--- src/rtl/connect4_pkg.sv ---
// Shared types and helpers for the Connect-4 move sequencer: FSM states,
// game status codes and active-low column decoding.
package connect4_pkg;

  typedef enum logic [2:0] {
    S_IDLE,
    S_CHECK,
    S_ISSUE,
    S_WAIT_ACK,
    S_WAIT_RELEASE,
    S_GAME_OVER,
    S_CLEAR
  } state_t;

  localparam logic [1:0] ST_PLAYING = 2'b00;
  localparam logic [1:0] ST_P1_WIN  = 2'b01;
  localparam logic [1:0] ST_P2_WIN  = 2'b10;
  localparam logic [1:0] ST_TIE     = 2'b11;

  localparam logic [3:0] COL_NONE = 4'b1111;

  // Index of the single low bit; multi/no-press patterns map to 0 and are
  // rejected separately by is_single_low.
  function automatic logic [1:0] col_index(input logic [3:0] col_n);
    logic [1:0] idx;
    case (col_n)
      4'b1101: idx = 2'd1;
      4'b1011: idx = 2'd2;
      4'b0111: idx = 2'd3;
      default: idx = 2'd0;
    endcase
    return idx;
  endfunction

  function automatic logic is_single_low(input logic [3:0] col_n);
    return (col_n == 4'b1110) || (col_n == 4'b1101) ||
           (col_n == 4'b1011) || (col_n == 4'b0111);
  endfunction

endpackage

--- src/rtl/connect4_btn_debounce.sv ---
// Two-flop synchroniser plus counter debouncer for one active-low button.
// Produces the debounced level and a one-cycle pulse on an accepted press.
module connect4_btn_debounce #(
  parameter int DEBOUNCE_CYCLES = 16
) (
  input  logic clk,
  input  logic reset,
  input  logic btn_n,
  output logic level_n,
  output logic press
);

  localparam int CW = $clog2(DEBOUNCE_CYCLES + 1);

  logic          sync1_q, sync2_q;
  logic          level_q, level_d;
  logic          press_q, press_d;
  logic [CW-1:0] cnt_q, cnt_d;

  // Level flips only after DEBOUNCE_CYCLES consecutive differing samples.
  always_comb begin
    cnt_d   = cnt_q;
    level_d = level_q;
    press_d = 1'b0;
    if (sync2_q == level_q) begin
      cnt_d = '0;
    end else if (cnt_q == CW'(DEBOUNCE_CYCLES - 1)) begin
      level_d = sync2_q;
      cnt_d   = '0;
      press_d = ~sync2_q;
    end else begin
      cnt_d = cnt_q + 1'b1;
    end
  end

  always_ff @(posedge clk or negedge reset) begin
    if (!reset) begin
      sync1_q <= 1'b1;
      sync2_q <= 1'b1;
      level_q <= 1'b1;
      press_q <= 1'b0;
      cnt_q   <= '0;
    end else begin
      sync1_q <= btn_n;
      sync2_q <= sync1_q;
      level_q <= level_d;
      press_q <= press_d;
      cnt_q   <= cnt_d;
    end
  end

  assign level_n = level_q;
  assign press   = press_q;

endmodule

--- src/rtl/connect4_move_sequencer.sv ---
// Turns debounced column/new-game buttons into validated single-move strobes
// for the gameboard datapath, tracking turn, ack timeout and game clears.
module connect4_move_sequencer
  import connect4_pkg::*;
#(
  parameter int DEBOUNCE_CYCLES = 16,
  parameter int ROWS            = 4,
  parameter int ACK_TIMEOUT     = 8,
  parameter int CLEAR_CYCLES    = 2
) (
  input  logic        clk,
  input  logic        reset,
  input  logic [3:0]  btn_column,
  input  logic        btn_new_game,
  input  logic [1:0]  game_status,
  input  logic [11:0] col_count,
  output logic        move_enable,
  output logic [3:0]  move_column,
  output logic        clear_game,
  output logic        player_turn,
  output logic        move_reject,
  output logic        ack_fault
);

  localparam int TW = $clog2(ACK_TIMEOUT + 1);
  localparam int KW = $clog2(CLEAR_CYCLES + 1);

  logic [3:0] col_db, col_press;
  logic       ng_level, ng_press;

  for (genvar i = 0; i < 4; i++) begin : g_col_db
    connect4_btn_debounce #(.DEBOUNCE_CYCLES(DEBOUNCE_CYCLES)) u_col_db (
      .clk    (clk),
      .reset  (reset),
      .btn_n  (btn_column[i]),
      .level_n(col_db[i]),
      .press  (col_press[i])
    );
  end

  connect4_btn_debounce #(.DEBOUNCE_CYCLES(DEBOUNCE_CYCLES)) u_new_game_db (
    .clk    (clk),
    .reset  (reset),
    .btn_n  (btn_new_game),
    .level_n(ng_level),
    .press  (ng_press)
  );

  state_t        state_q, state_d;
  logic [3:0]    pat_q, pat_d;
  logic [2:0]    snap_q, snap_d;
  logic [TW-1:0] timer_q, timer_d;
  logic [KW-1:0] clr_cnt_q, clr_cnt_d;
  logic          move_enable_q, move_enable_d;
  logic [3:0]    move_column_q, move_column_d;
  logic          clear_game_q, clear_game_d;
  logic          player_turn_q, player_turn_d;
  logic          move_reject_q, move_reject_d;
  logic          ack_fault_q, ack_fault_d;
  logic [2:0]    cur_cnt;
  logic          game_active;

  assign game_active = (game_status == ST_PLAYING);

  always_comb begin
    case (col_index(pat_q))
      2'd1:    cur_cnt = col_count[5:3];
      2'd2:    cur_cnt = col_count[8:6];
      2'd3:    cur_cnt = col_count[11:9];
      default: cur_cnt = col_count[2:0];
    endcase
  end

  always_comb begin
    state_d       = state_q;
    pat_d         = pat_q;
    snap_d        = snap_q;
    timer_d       = timer_q;
    clr_cnt_d     = clr_cnt_q;
    move_enable_d = 1'b0;
    move_column_d = COL_NONE;
    clear_game_d  = 1'b0;
    player_turn_d = player_turn_q;
    move_reject_d = 1'b0;
    ack_fault_d   = ack_fault_q;
    case (state_q)
      S_IDLE: begin
        if (col_db != COL_NONE) begin
          pat_d   = col_db;
          state_d = S_CHECK;
        end else if (!game_active) begin
          state_d = S_GAME_OVER;
        end
      end
      S_CHECK: begin
        if (!is_single_low(pat_q) || cur_cnt >= 3'(ROWS) || !game_active) begin
          move_reject_d = 1'b1;
          state_d       = S_WAIT_RELEASE;
        end else begin
          move_enable_d = 1'b1;
          move_column_d = pat_q;
          state_d       = S_ISSUE;
        end
      end
      // Snapshot before the datapath's increment lands at the end of this cycle.
      S_ISSUE: begin
        snap_d  = cur_cnt;
        timer_d = '0;
        state_d = S_WAIT_ACK;
      end
      S_WAIT_ACK: begin
        if (cur_cnt == snap_q + 3'd1) begin
          player_turn_d = ~player_turn_q;
          state_d       = S_WAIT_RELEASE;
        end else if (timer_q == TW'(ACK_TIMEOUT - 1)) begin
          ack_fault_d = 1'b1;
          state_d     = S_WAIT_RELEASE;
        end else begin
          timer_d = timer_q + 1'b1;
        end
      end
      S_WAIT_RELEASE: begin
        if (col_db == COL_NONE) state_d = game_active ? S_IDLE : S_GAME_OVER;
      end
      S_GAME_OVER: begin
        if (|col_press) move_reject_d = 1'b1;
      end
      S_CLEAR: begin
        if (clr_cnt_q == KW'(CLEAR_CYCLES - 1)) begin
          state_d = S_WAIT_RELEASE;
        end else begin
          clr_cnt_d    = clr_cnt_q + 1'b1;
          clear_game_d = 1'b1;
        end
      end
      default: state_d = S_IDLE;
    endcase
    // New game overrides everything, including a move about to be issued.
    if (ng_press) begin
      state_d       = S_CLEAR;
      clr_cnt_d     = '0;
      clear_game_d  = 1'b1;
      player_turn_d = 1'b0;
      ack_fault_d   = 1'b0;
      move_enable_d = 1'b0;
      move_column_d = COL_NONE;
      move_reject_d = 1'b0;
    end
  end

  always_ff @(posedge clk or negedge reset) begin
    if (!reset) begin
      state_q       <= S_IDLE;
      pat_q         <= COL_NONE;
      snap_q        <= '0;
      timer_q       <= '0;
      clr_cnt_q     <= '0;
      move_enable_q <= 1'b0;
      move_column_q <= COL_NONE;
      clear_game_q  <= 1'b0;
      player_turn_q <= 1'b0;
      move_reject_q <= 1'b0;
      ack_fault_q   <= 1'b0;
    end else begin
      state_q       <= state_d;
      pat_q         <= pat_d;
      snap_q        <= snap_d;
      timer_q       <= timer_d;
      clr_cnt_q     <= clr_cnt_d;
      move_enable_q <= move_enable_d;
      move_column_q <= move_column_d;
      clear_game_q  <= clear_game_d;
      player_turn_q <= player_turn_d;
      move_reject_q <= move_reject_d;
      ack_fault_q   <= ack_fault_d;
    end
  end

  assign move_enable = move_enable_q;
  assign move_column = move_column_q;
  assign clear_game  = clear_game_q;
  assign player_turn = player_turn_q;
  assign move_reject = move_reject_q;
  assign ack_fault   = ack_fault_q;

endmodule
--- config.mk ---
export PLATFORM = sky130hd
export DESIGN_NAME = connect4_move_sequencer
export DESIGN_NICKNAME = d
export VERILOG_FILES = /design/src/rtl/connect4_pkg.sv /design/src/rtl/connect4_btn_debounce.sv /design/src/rtl/connect4_move_sequencer.sv
export SDC_FILE = /design/constraint.sdc
export NUM_CORES = 1
export LEC_CHECK = 0
export BUFFER_PORTS_ARGS = -buffer_cell sky130_fd_sc_hd__buf_2
export CAP_MARGIN = 10
export CELL_PAD_IN_SITES_DETAIL_PLACEMENT = 0
export CELL_PAD_IN_SITES_GLOBAL_PLACEMENT = 1
export CORE_UTILIZATION = 33
export CTS_CLUSTER_DIAMETER = 120
export DETAILED_ROUTE_END_ITERATION = 8
export GPL_ROUTABILITY_DRIVEN = 0
export MAX_ROUTING_LAYER = met4
export PLACE_DENSITY_LB_ADDON = 0.1
export SETUP_SLACK_MARGIN = 0.4
export SYNTH_ARGS = -nofsm -noshare
export SYNTH_HDL_FRONTEND = slang
export SYNTH_SLANG_ARGS = --single-unit
--- constraint.sdc ---
create_clock -name clk -period 4.9 [get_ports clk]
set_clock_uncertainty 0.05 [all_clocks]
set_input_delay 0.245 -clock clk [delete_from_list [all_inputs] [get_ports clk]]
set_output_delay 0.245 -clock clk [all_outputs]
set_load 0.01 [all_outputs]
==> results.py, run 1 <==
metrics = {
    "worst_setup_path": {
        "path_buf_inv": 0,
        "crit_required_ps": 5120,
        "r2r_setup_slack_ps": 2340,
        "end_kind": "flip-flop",
        "crit_path_start_kind": "flip-flop",
        "crit_type": "flip-flop to flip-flop",
        "cp_slowest_stage_delay_ps": 640,
        "crit_chain": "xor2_1, o211ai_2, a221oi_1, xnor2_1, nor3_4, or4_1, a21oi_1",
        "critPathSlowestCell": "dfstp_2",
        "cp_data_arrival_time_ps": 2780,
        "cp_top_family": "compound AO/OA/AOI/OAI gates",
        "crit_path_max_fanout": 12,
    },
    "layout": {
        "finalNonFillerCells": 430,
        "final_common_cell": "dfrtp_1",
        "num_antenna_cells": 0,
        "drive_gt1_frac": 0.273,
        "postLayoutCoreUtil": 0.397,
        "synthToLayoutAreaGrowth_pct": 17.0,
        "final_nets": 343,
        "mostFrequentLayoutCells": "47 x dfrtp_1, 29 x buf_2, 27 x nor2_1, 23 x dfstp_2, 14 x nand3_1",
    },
    "routing": {
        "antenna_left": 0,
        "drtPass1Iterations": 4,
        "drt-total-wl_um": 5650,
        "via_per_inst": 4.79,
        "vias": 2059,
        "post-route-drc-count": 0,
        "routedWlPerCell_um": 13.1,
        "drt_iter0_markers": 74,
    },
    "die": {
        "start_util": 0.339,
        "die_w_um": 99.3,
        "die_y_um": 99.3,
        "core_um2": 9200,
        "io_pins": 30,
        "die_area_um2": 9850,
        "placementRows": 35,
    },
    "synthesis": {
        "synth-async-reset-ratio": 1.00,
        "syn_area_um2": 3120,
        "yosysSeqAreaShare": 0.570,
        "syn-num-nets": 304,
        "synth_cell_types": 53,
        "synth-edff-count": 0,
        "synthMuxAreaShare": 0.0281,
        "syn-mean-instance-area_um2": 11.4,
        "yosys.area.top_type_share": 0.377,
        "synthXorXnorAreaFrac": 0.0477,
        "synth_fa_ha_area_frac": 0.0321,
        "syn_inst": 275,
        "synth_top_family_by_area": "simple AND/OR/NAND/NOR gates",
        "yosysWarnings": 0,
        "synth-simple-area-share": 0.196,
        "yosysTopAreaCell": "dfrtp_1",
        "synth_area_leaders": "dfrtp_1 38%, dfstp_2 19%, nor2_1 3.2%",
        "synth_compound_area_frac": 0.0970,
        "synth_flop_cell": "dfrtp_1",
        "synth-seq-cells": 70,
    },
    "timing": {
        "fin_crit_sh": 0.522,
        "rsz0062_at_grt": "false",
        "relSlewSlack": 0.414,
        "setup_tns_ps": 0,
        "finalCriticalPeriod_ps": 2560,
        "drv_slew": 0,
        "timing.fmax_mhz": 391,
        "tightest_slew_ps": 879,
        "report.final.setup_viol": 0,
        "fin_hold_ws_ps": 36.5,
        "hold_violations": 0,
        "fin_ws_ps": 2340,
    },
    "cts": {
        "clk_latency_ps": 340,
        "cts_tree": "done",
        "postCtsResizedCells": 0,
        "root_buffer": "clkbuf_8",
        "clock_path_buffers": 2,
        "cts_buffers": 9,
        "clkTransAtPathRegs_ps": 80,
        "cts_sinks": 70,
        "hold_buffers": 5,
        "postCtsSetupRepairBufs": 0,
        "htreeDepth": 3,
    },
    "power": {
        "peakVddDrop_mv": 0.178,
        "leakagePower_nw": 1.65,
        "power-per-cell-area_nw_per_um2": 414,
    },
    "global_routing": {
        "grt_pass1_wl_um": 9590,
        "track_usage": 0.131,
        "antenna_found_initial": 0,
        "grt_max_degree": 71,
        "overflow": 0,
        "grt_pass1_vias": 2010,
    },
    "run_status": {
        "status": "completed",
    },
    "run": {
        "maxCapViolations": 0,
    },
    "placement": {
        "place_ws_ps": 2320,
        "dp_hpwl_um": 3770,
        "numPortBuffers": 29,
        "place_inst": 409,
    },
    "hold_path": {
        "hp-class": "primary input to asynchronous set/reset pin",
    },
}
[flip-flops by register name, indices dropped and copies added (netlist names), 2 cells and up]
register                   cells
g_col_db.u_col_db.press        4
g_col_db.u_col_db.level_n      4
timer_q                        4
state_q                        3
snap_q                         3
g_col_db.u_col_db.sync1_q      4
move_column                    4
g_col_db.u_col_db.sync2_q      4
g_col_db.u_col_db.cnt_q       20
u_new_game_db.cnt_q            5
clr_cnt_q                      2
pat_q                          4
[per-layer routing]
layer / up-vias / wire [um] / GRT usage
met2: 42 / 2370 / 0.185
met5: - / 0 / -
met3: 10 / 237 / 0.0302
met4: 0 / 123 / 0.0747
li1: 1043 / - / -
met1: 964 / 2910 / 0.172
[kinds of logic (layout without fill, tap and decap cells)]
group | Yosys count | in the layout
fa+ha+maj | 8 | 8
flops | 70 | 70
xor+xnor | 17 | 17
compound gates | 44 | 44
simple gates | 108 | 108
buf+inv | 20 | 64
mux | 8 | 8
[worst reg2reg max path, delay by kind of cell, from the launching register on]
family	cells	cell delay [ps]
compound gates	3	720
flops	1	640
simple gates	2	640
xor+xnor	2	430
[synth_stat cells, drive strengths merged, types with 3 or more instances]
library cell  instances
and3                  3
inv                  13
xnor2                 6
o22a                  4
buf                   3
nand3                14
nor4b                 3
dfstp                23
nand2                13
nor3b                 5
xor2                 11
o21ai                12
o211ai                4
nor2                 27
or2                   5
mux2                  6
nor3                  3
ha                    8
clkbuf                4
or3                   3
a21oi                11
nand3b                7
nand2b                4
and2                  4
dfrtp                47
nor2b                 7
[final timing paths]
| check | from | endpoint | cells after the start |
|---|---|---|---|
| setup / recovery | pat_q[2]$_DFFE_PN1P_ | ack_fault$_DFFE_PN0P_ | 7 |
| hold / removal | reset | g_col_db[1].u_col_db.cnt_q[2]$_DFF_PN0_ | 2 |
| setup reg to reg | pat_q[2]$_DFFE_PN1P_ | ack_fault$_DFFE_PN0P_ | 7 |
| hold reg to reg | g_col_db[1].u_col_db.sync1_q$_DFF_PN1_ | g_col_db[1].u_col_db.sync2_q$_DFF_PN1_ | 0 |
| max in group asynchronous | reset | clr_cnt_q[1]$_DFFE_PN0P_ | 2 |
| min in group clk | col_count[0] | snap_q[0]$_DFFE_PN0P_ | 3 |
[where the power goes]
part	switching, W	internal (W)
sequential	0.0000744	0.000645
combinational	0.000136	0.000121
clock	0.000221	0.000314
[per-stage QoR]
step                instance area (um2)  power [W]
floorplan                          3120   0.000931
global placement                   3370   0.000986
detailed placement                 3370   0.000987
CTS                                3650    0.00154
global route                       3650    0.00160
finish                             3650    0.00151
[area by class of cell]
cell class,count,area [um2]
inverters,13,48.8
flip-flops and latches,70,1780
repair buffers,35,203
clock buffers,11,151
clock inverters,5,81.3
multi-input cells,185,1250
well taps,111,139
fillers,909,5540
(Power assumes the default switching activity.)
==> run 2, diff against run 1 <==
==> constraint.sdc (replaced) <==
create_clock -name clk -period 2.55 [get_ports clk]
set_clock_uncertainty 0.05 [all_clocks]
set_input_delay 0.1275 -clock clk [delete_from_list [all_inputs] [get_ports clk]]
set_output_delay 0.1275 -clock clk [all_outputs]
set_load 0.01 [all_outputs]
==> run 2 against run 1 <==
Effect of this change:
- via count increased by 5.0%
- combinational power increased to 3.0 times the previous value
- critical path depth unchanged
==> results.py, run 2 (same netlist as run 1, synthesis figures left out) <==
metrics = {
    "run": {
        "maxCapViolations": 0,
    },
    "worst_setup_path": {
        "crit_path_max_fanout": 6,
        "cp_data_arrival_time_ps": 2540,
        "rr_worst_depth": 7,
        "worstReg2RegStart": "pat_q[3]$_DFFE_PN1P_",
        "critPathSlowestCell": "dfstp_2",
        "reg2reg_to": "move_column[0]$_DFF_PN1_",
        "cpMostUsedCell": "or2_1",
        "r2r_setup_slack_ps": 220,
        "end_kind": "flip-flop",
        "crit_type": "flip-flop to flip-flop",
        "cp_slowest_stage_delay_ps": 610,
        "crit_required_ps": 2770,
        "crit_path_start_kind": "flip-flop",
        "crit_chain": "xor2_2, o211ai_4, a221oi_4, nand3_2, or2_1, or3_4, or2_1",
    },
    "hold_path": {
        "min_from": "col_count[4]",
        "hp-class": "primary input to flip-flop",
        "hold_depth": 3,
        "hold_end": "snap_q[1]$_DFFE_PN0P_",
    },
    "global_routing": {
        "antenna_found_initial": 0,
        "track_usage": 0.140,
        "overflow": 0,
        "grt_max_degree": 56,
        "grt_pass1_wl_um": 10600,
        "grt_pass1_vias": 2255,
    },
    "die": {
        "placementRows": 35,
        "die_y_um": 99.3,
        "io_pins": 30,
        "start_util": 0.339,
        "core_um2": 9200,
        "die_area_um2": 9850,
        "die_w_um": 99.3,
    },
    "routing": {
        "routedWlPerCell_um": 13.2,
        "antenna_left": 0,
        "vias": 2161,
        "drtPass1Iterations": 4,
        "via_per_inst": 4.88,
        "drt_iter0_markers": 75,
        "post-route-drc-count": 0,
        "drt-total-wl_um": 5840,
    },
    "power": {
        "leakagePower_nw": 1.73,
        "power_w": 0.00313,
        "power-per-cell-area_nw_per_um2": 810,
        "peakVddDrop_mv": 0.309,
    },
    "cts": {
        "clk_latency_ps": 340,
        "htreeDepth": 3,
        "root_buffer": "clkbuf_8",
        "cts_tree": "done",
        "cts_sinks": 70,
        "clock_path_buffers": 2,
        "clkTransAtPathRegs_ps": 80,
        "cts_buffers": 9,
    },
    "timing": {
        "drv_slew": 0,
        "tightest_slew_ps": 620,
        "fin_ws_ps": 225,
        "report.final.setup_viol": 0,
        "timing.fmax_mhz": 430,
        "finalCriticalPeriod_ps": 2330,
        "rsz0062_at_grt": "true",
        "hold_violations": 0,
        "relSlewSlack": 0.583,
        "fin_crit_sh": 0.912,
        "setup_tns_ps": 0,
    },
    "placement": {
        "numPortBuffers": 29,
        "place_ws_ps": 82.2,
        "dp_hpwl_um": 3880,
    },
    "layout": {
        "num_antenna_cells": 0,
        "top_register": "g_col_db.u_col_db.cnt_q",
        "postLayoutCoreUtil": 0.421,
        "largest_reg_flops": 20,
        "drive_gt1_frac": 0.328,
        "fill_cells": 884,
        "final_nets": 356,
        "final_common_cell": "dfrtp_1",
        "mostFrequentLayoutCells": "47 x dfrtp_1, 29 x buf_2, 27 x nor2_1, 23 x dfstp_2",
        "synthToLayoutAreaGrowth_pct": 23.9,
        "top_regs": "g_col_db.u_col_db.cnt_q: 20 flops, u_new_game_db.cnt_q: 5 flops",
    },
    "run_status": {
        "status": "completed",
    },
}
==> run 2: cell types whose count changed in the layout (fill, tap and decap cells not counted), sizes merged <==
cell and delta:
clkbuf -1, buf +12, inv +1, dlygate4sd3 +1
==> run 2: metal layers <==
metal  GRT usage  up-vias  part of all wire
met3      0.0429        5             0.039
met1       0.182     1053              0.50
met2       0.206       37              0.44
met5           -        -                 0
met4      0.0543        0             0.013
li1            -     1066                 -
==> run 2: where the power goes <==
group          internal [W]  switching (W)
combinational      0.000395       0.000375
clock              0.000558       0.000435
sequential          0.00124       0.000132
total               0.00219       0.000942
==> run 2: how the worst max path moves through the flow <==
stage	startpoint	cells past startpoint	endpoint
floorplan	pat_q[2]$_DFFE_PN1P_	8	move_column[0]$_DFF_PN1_
global placement	pat_q[3]$_DFFE_PN1P_	9	move_reject$_DFF_PN0_
detailed placement	pat_q[2]$_DFFE_PN1P_	7	move_column[3]$_DFF_PN1_
CTS	pat_q[3]$_DFFE_PN1P_	7	timer_q[1]$_DFFE_PN0P_
global route	pat_q[3]$_DFFE_PN1P_	7	move_column[2]$_DFF_PN1_
finish	pat_q[3]$_DFFE_PN1P_	7	move_column[0]$_DFF_PN1_
==> run 2: timing repair <==
action                                  4_1_cts  5_1_grt
gates resized for setup                      13        1
hold buffers                                  6        0
setup buffers                                 8        2
pin swaps                                    13        2
endpoints found under the setup margin       15       15
hold endpoints to repair                     20        0
==> run 2: critical path: cells and delay by family (launching register included) <==
kind                      cells  cell delay (ps)
DFF                           1              610
and+or+nand+nor               4              940
xor gates and xnor gates      1              190
AOI/OAI and AO/OA             2              470
==> run 2: cell type report <==
type                            instances  area [um2]  area share
Tap cell                              111         139      0.0359
Clock inverter                          6        93.8      0.0243
Sequential cell                        70        1780       0.460
Multi-Input combinational cell        185        1360       0.352
Clock buffer                           10         128      0.0330
Inverter                               13        51.3      0.0133
Timing Repair Buffer                   48         315      0.0815
==> run 2: per-stage QoR <==
step	cell area, um2	cells	hold WS [ps]
finish	3870	443	87.5
global route	3870	443	131
CTS	3850	441	71.4
detailed placement	3440	411	28.7
global placement	3440	411	24.0
floorplan	3170	275	-218
==> run 3, diff against run 2 <==
--- a/config.mk
+++ b/config.mk
@@ -9,6 +9,7 @@
 export CAP_MARGIN = 10
 export CELL_PAD_IN_SITES_DETAIL_PLACEMENT = 0
 export CELL_PAD_IN_SITES_GLOBAL_PLACEMENT = 1
+export CORE_MARGIN = 2
 export CORE_UTILIZATION = 33
 export CTS_CLUSTER_DIAMETER = 120
 export DETAILED_ROUTE_END_ITERATION = 8
==> run 3 against run 2 <==
Effect of this change:
- maximum frequency rose by 0.94%
- utilization rose by 0.67 points
- critical path depth did not move
- sequential cell count did not move
- routed wire length fell by 0.36%
- sequential power barely moved
==> results.py, run 3 (same netlist as run 1, synthesis figures left out) <==
metrics = {
    "routing": {
        "post-route-drc-count": 0,
        "antenna_left": 0,
        "vias": 2128,
        "drt-total-wl_um": 5820,
        "via_per_inst": 4.75,
        "drtPass1Iterations": 4,
        "drt_iter0_markers": 45,
        "routedWlPerCell_um": 13.0,
    },
    "hold_path": {
        "min_from": "col_count[0]",
        "hp-class": "primary input to flip-flop",
    },
    "die": {
        "io_pins": 30,
        "die_area_um2": 10300,
        "core_um2": 9200,
        "placementRows": 35,
        "start_util": 0.339,
        "die_w_um": 101,
        "die_y_um": 101,
    },
    "worst_setup_path": {
        "cp-startpoint": "pat_q[2]$_DFFE_PN1P_",
        "crit_chain": "xor2_2, o211ai_4, a221oi_2, nand3_1, or2_1, or3_4, or2_1",
        "cp_data_arrival_time_ps": 2520,
        "worstReg2RegStart": "pat_q[2]$_DFFE_PN1P_",
        "crit_type": "flip-flop to flip-flop",
        "end_kind": "flip-flop",
        "crit_path_start_kind": "flip-flop",
        "cpMostUsedCell": "or2_1",
        "cp_slowest_stage_delay_ps": 610,
        "crit_required_ps": 2770,
        "crit_path_max_fanout": 7,
        "critPathSlowestCell": "dfstp_2",
    },
    "timing": {
        "tightest_slew_ps": 651,
        "hold_violations": 0,
        "rsz0062_at_grt": "true",
        "setup_tns_ps": 0,
        "relSlewSlack": 0.566,
        "finalCriticalPeriod_ps": 2300,
        "fin_crit_sh": 0.903,
        "drv_slew": 0,
        "timing.fmax_mhz": 434,
        "report.final.setup_viol": 0,
    },
    "power": {
        "p_sw_w": 0.000924,
        "leakagePower_nw": 1.77,
        "p_clk_frac": 0.306,
        "peakVddDrop_mv": 0.264,
        "pwr-share-seq": 0.440,
        "power-per-cell-area_nw_per_um2": 792,
        "p_int_w": 0.00219,
        "combinationalPowerShare": 0.254,
        "p_sw_frac": 0.297,
    },
    "cts": {
        "root_buffer": "clkbuf_8",
        "clkTransAtPathRegs_ps": 70,
        "cts_buffers": 9,
        "cts_sinks": 70,
        "cts_tree": "done",
        "clk_latency_ps": 340,
        "clock_path_buffers": 2,
        "htreeDepth": 3,
    },
    "global_routing": {
        "overflow": 0,
        "track_usage": 0.128,
        "antenna_found_initial": 0,
        "grt_pass1_wl_um": 9760,
        "grt_pass1_vias": 2057,
        "grt_max_degree": 45,
    },
    "layout": {
        "drive_gt1_frac": 0.356,
        "largest_reg_flops": 20,
        "mostFrequentLayoutCells": "47 x dfrtp_1, 29 x buf_2, 27 x nor2_1, 23 x dfstp_2, 15 x buf_4",
        "top_regs": "g_col_db.u_col_db.cnt_q: 20 flops, u_new_game_db.cnt_q: 5 flops",
        "top_register": "g_col_db.u_col_db.cnt_q",
        "final_common_cell": "dfrtp_1",
        "synthToLayoutAreaGrowth_pct": 25.9,
        "num_antenna_cells": 0,
        "final_nets": 361,
        "finalNonFillerCells": 448,
    },
    "placement": {
        "numPortBuffers": 29,
        "place_inst": 412,
        "dp_hpwl_um": 3920,
    },
    "run_status": {
        "status": "completed",
    },
    "run": {
        "maxCapViolations": 0,
    },
}
==> run 3: worst max-delay path: cells and delay by family, from the launching register on <==
kind | cells | cell delay, ps
AO/OA/AOI/OAI | 2 | 420
XOR/XNOR | 1 | 190
flip-flops | 1 | 610
AND/OR/NAND/NOR | 4 | 970
==> run 3: power by group through the flow <==
stage	logic (W)	registers (W)	clock network, W
final	0.000791	0.00137	0.000952
after global routing	0.000884	0.00139	0.00104
after CTS	0.000759	0.00137	0.000995
after detailed placement	0.000595	0.00140	0
after global placement	0.000598	0.00140	0
after floorplan	0.000531	0.00134	0
==> run 3: final timing paths <==
| path | endpoint | slack [ps] | depth (start not counted) |
|---|---|---|---|
| max | move_column[3]$_DFF_PN1_ | 250 | 7 |
| min | snap_q[0]$_DFFE_PN0P_ | 90 | 3 |
| max reg2reg | move_column[3]$_DFF_PN1_ | 250 | 7 |
| min reg2reg | g_col_db[2].u_col_db.sync2_q$_DFF_PN1_ | 310 | 0 |
| max in group asynchronous | pat_q[0]$_DFFE_PN1P_ | 1440 | 3 |
| min in group asynchronous | move_enable$_DFF_PN0_ | 300 | 2 |
==> run 3: cell type report <==
| class | instances | area, um2 |
|---|---|---|
| Clock inverter | 4 | 52.6 |
| Tap cell | 111 | 139 |
| Multi-Input combinational cell | 185 | 1380 |
| Fill cell | 888 | 5270 |
| Sequential cell | 70 | 1780 |
| Timing Repair Buffer | 53 | 360 |
| Inverter | 13 | 51.3 |
| Clock buffer | 12 | 165 |
==> run 3: timing repair <==
item	4_1_cts	5_1_grt
setup endpoints to repair	15	15
hold buffers	6	0
pin swaps	10	8
buffers inserted	8	6
hold endpoints to repair	21	0
resized for setup	12	9
==> run 3: per-stage QoR <==
stage | power (W) | hold slack (ps) | setup slack [ps] | utilization | instance area (um2)
after floorplan | 0.00187 | -218 | 351 | - | 3170
after global placement | 0.00199 | 154 | 103 | 0.375 | 3450
after detailed placement | 0.00200 | 156 | 102 | 0.375 | 3450
after CTS | 0.00312 | 74.8 | 256 | 0.418 | 3850
after global routing | 0.00331 | 86.2 | 89.9 | 0.427 | 3930
final | 0.00311 | 85.4 | 246 | 0.427 | 3930
==> run 3: routing by layer <==
metal	track usage	vias to the layer above	routed length, um
met4	0.0499	0	104
li1	-	1073	-
met1	0.171	997	2920
met5	-	-	0
met3	0.0380	8	289
met2	0.182	50	2500
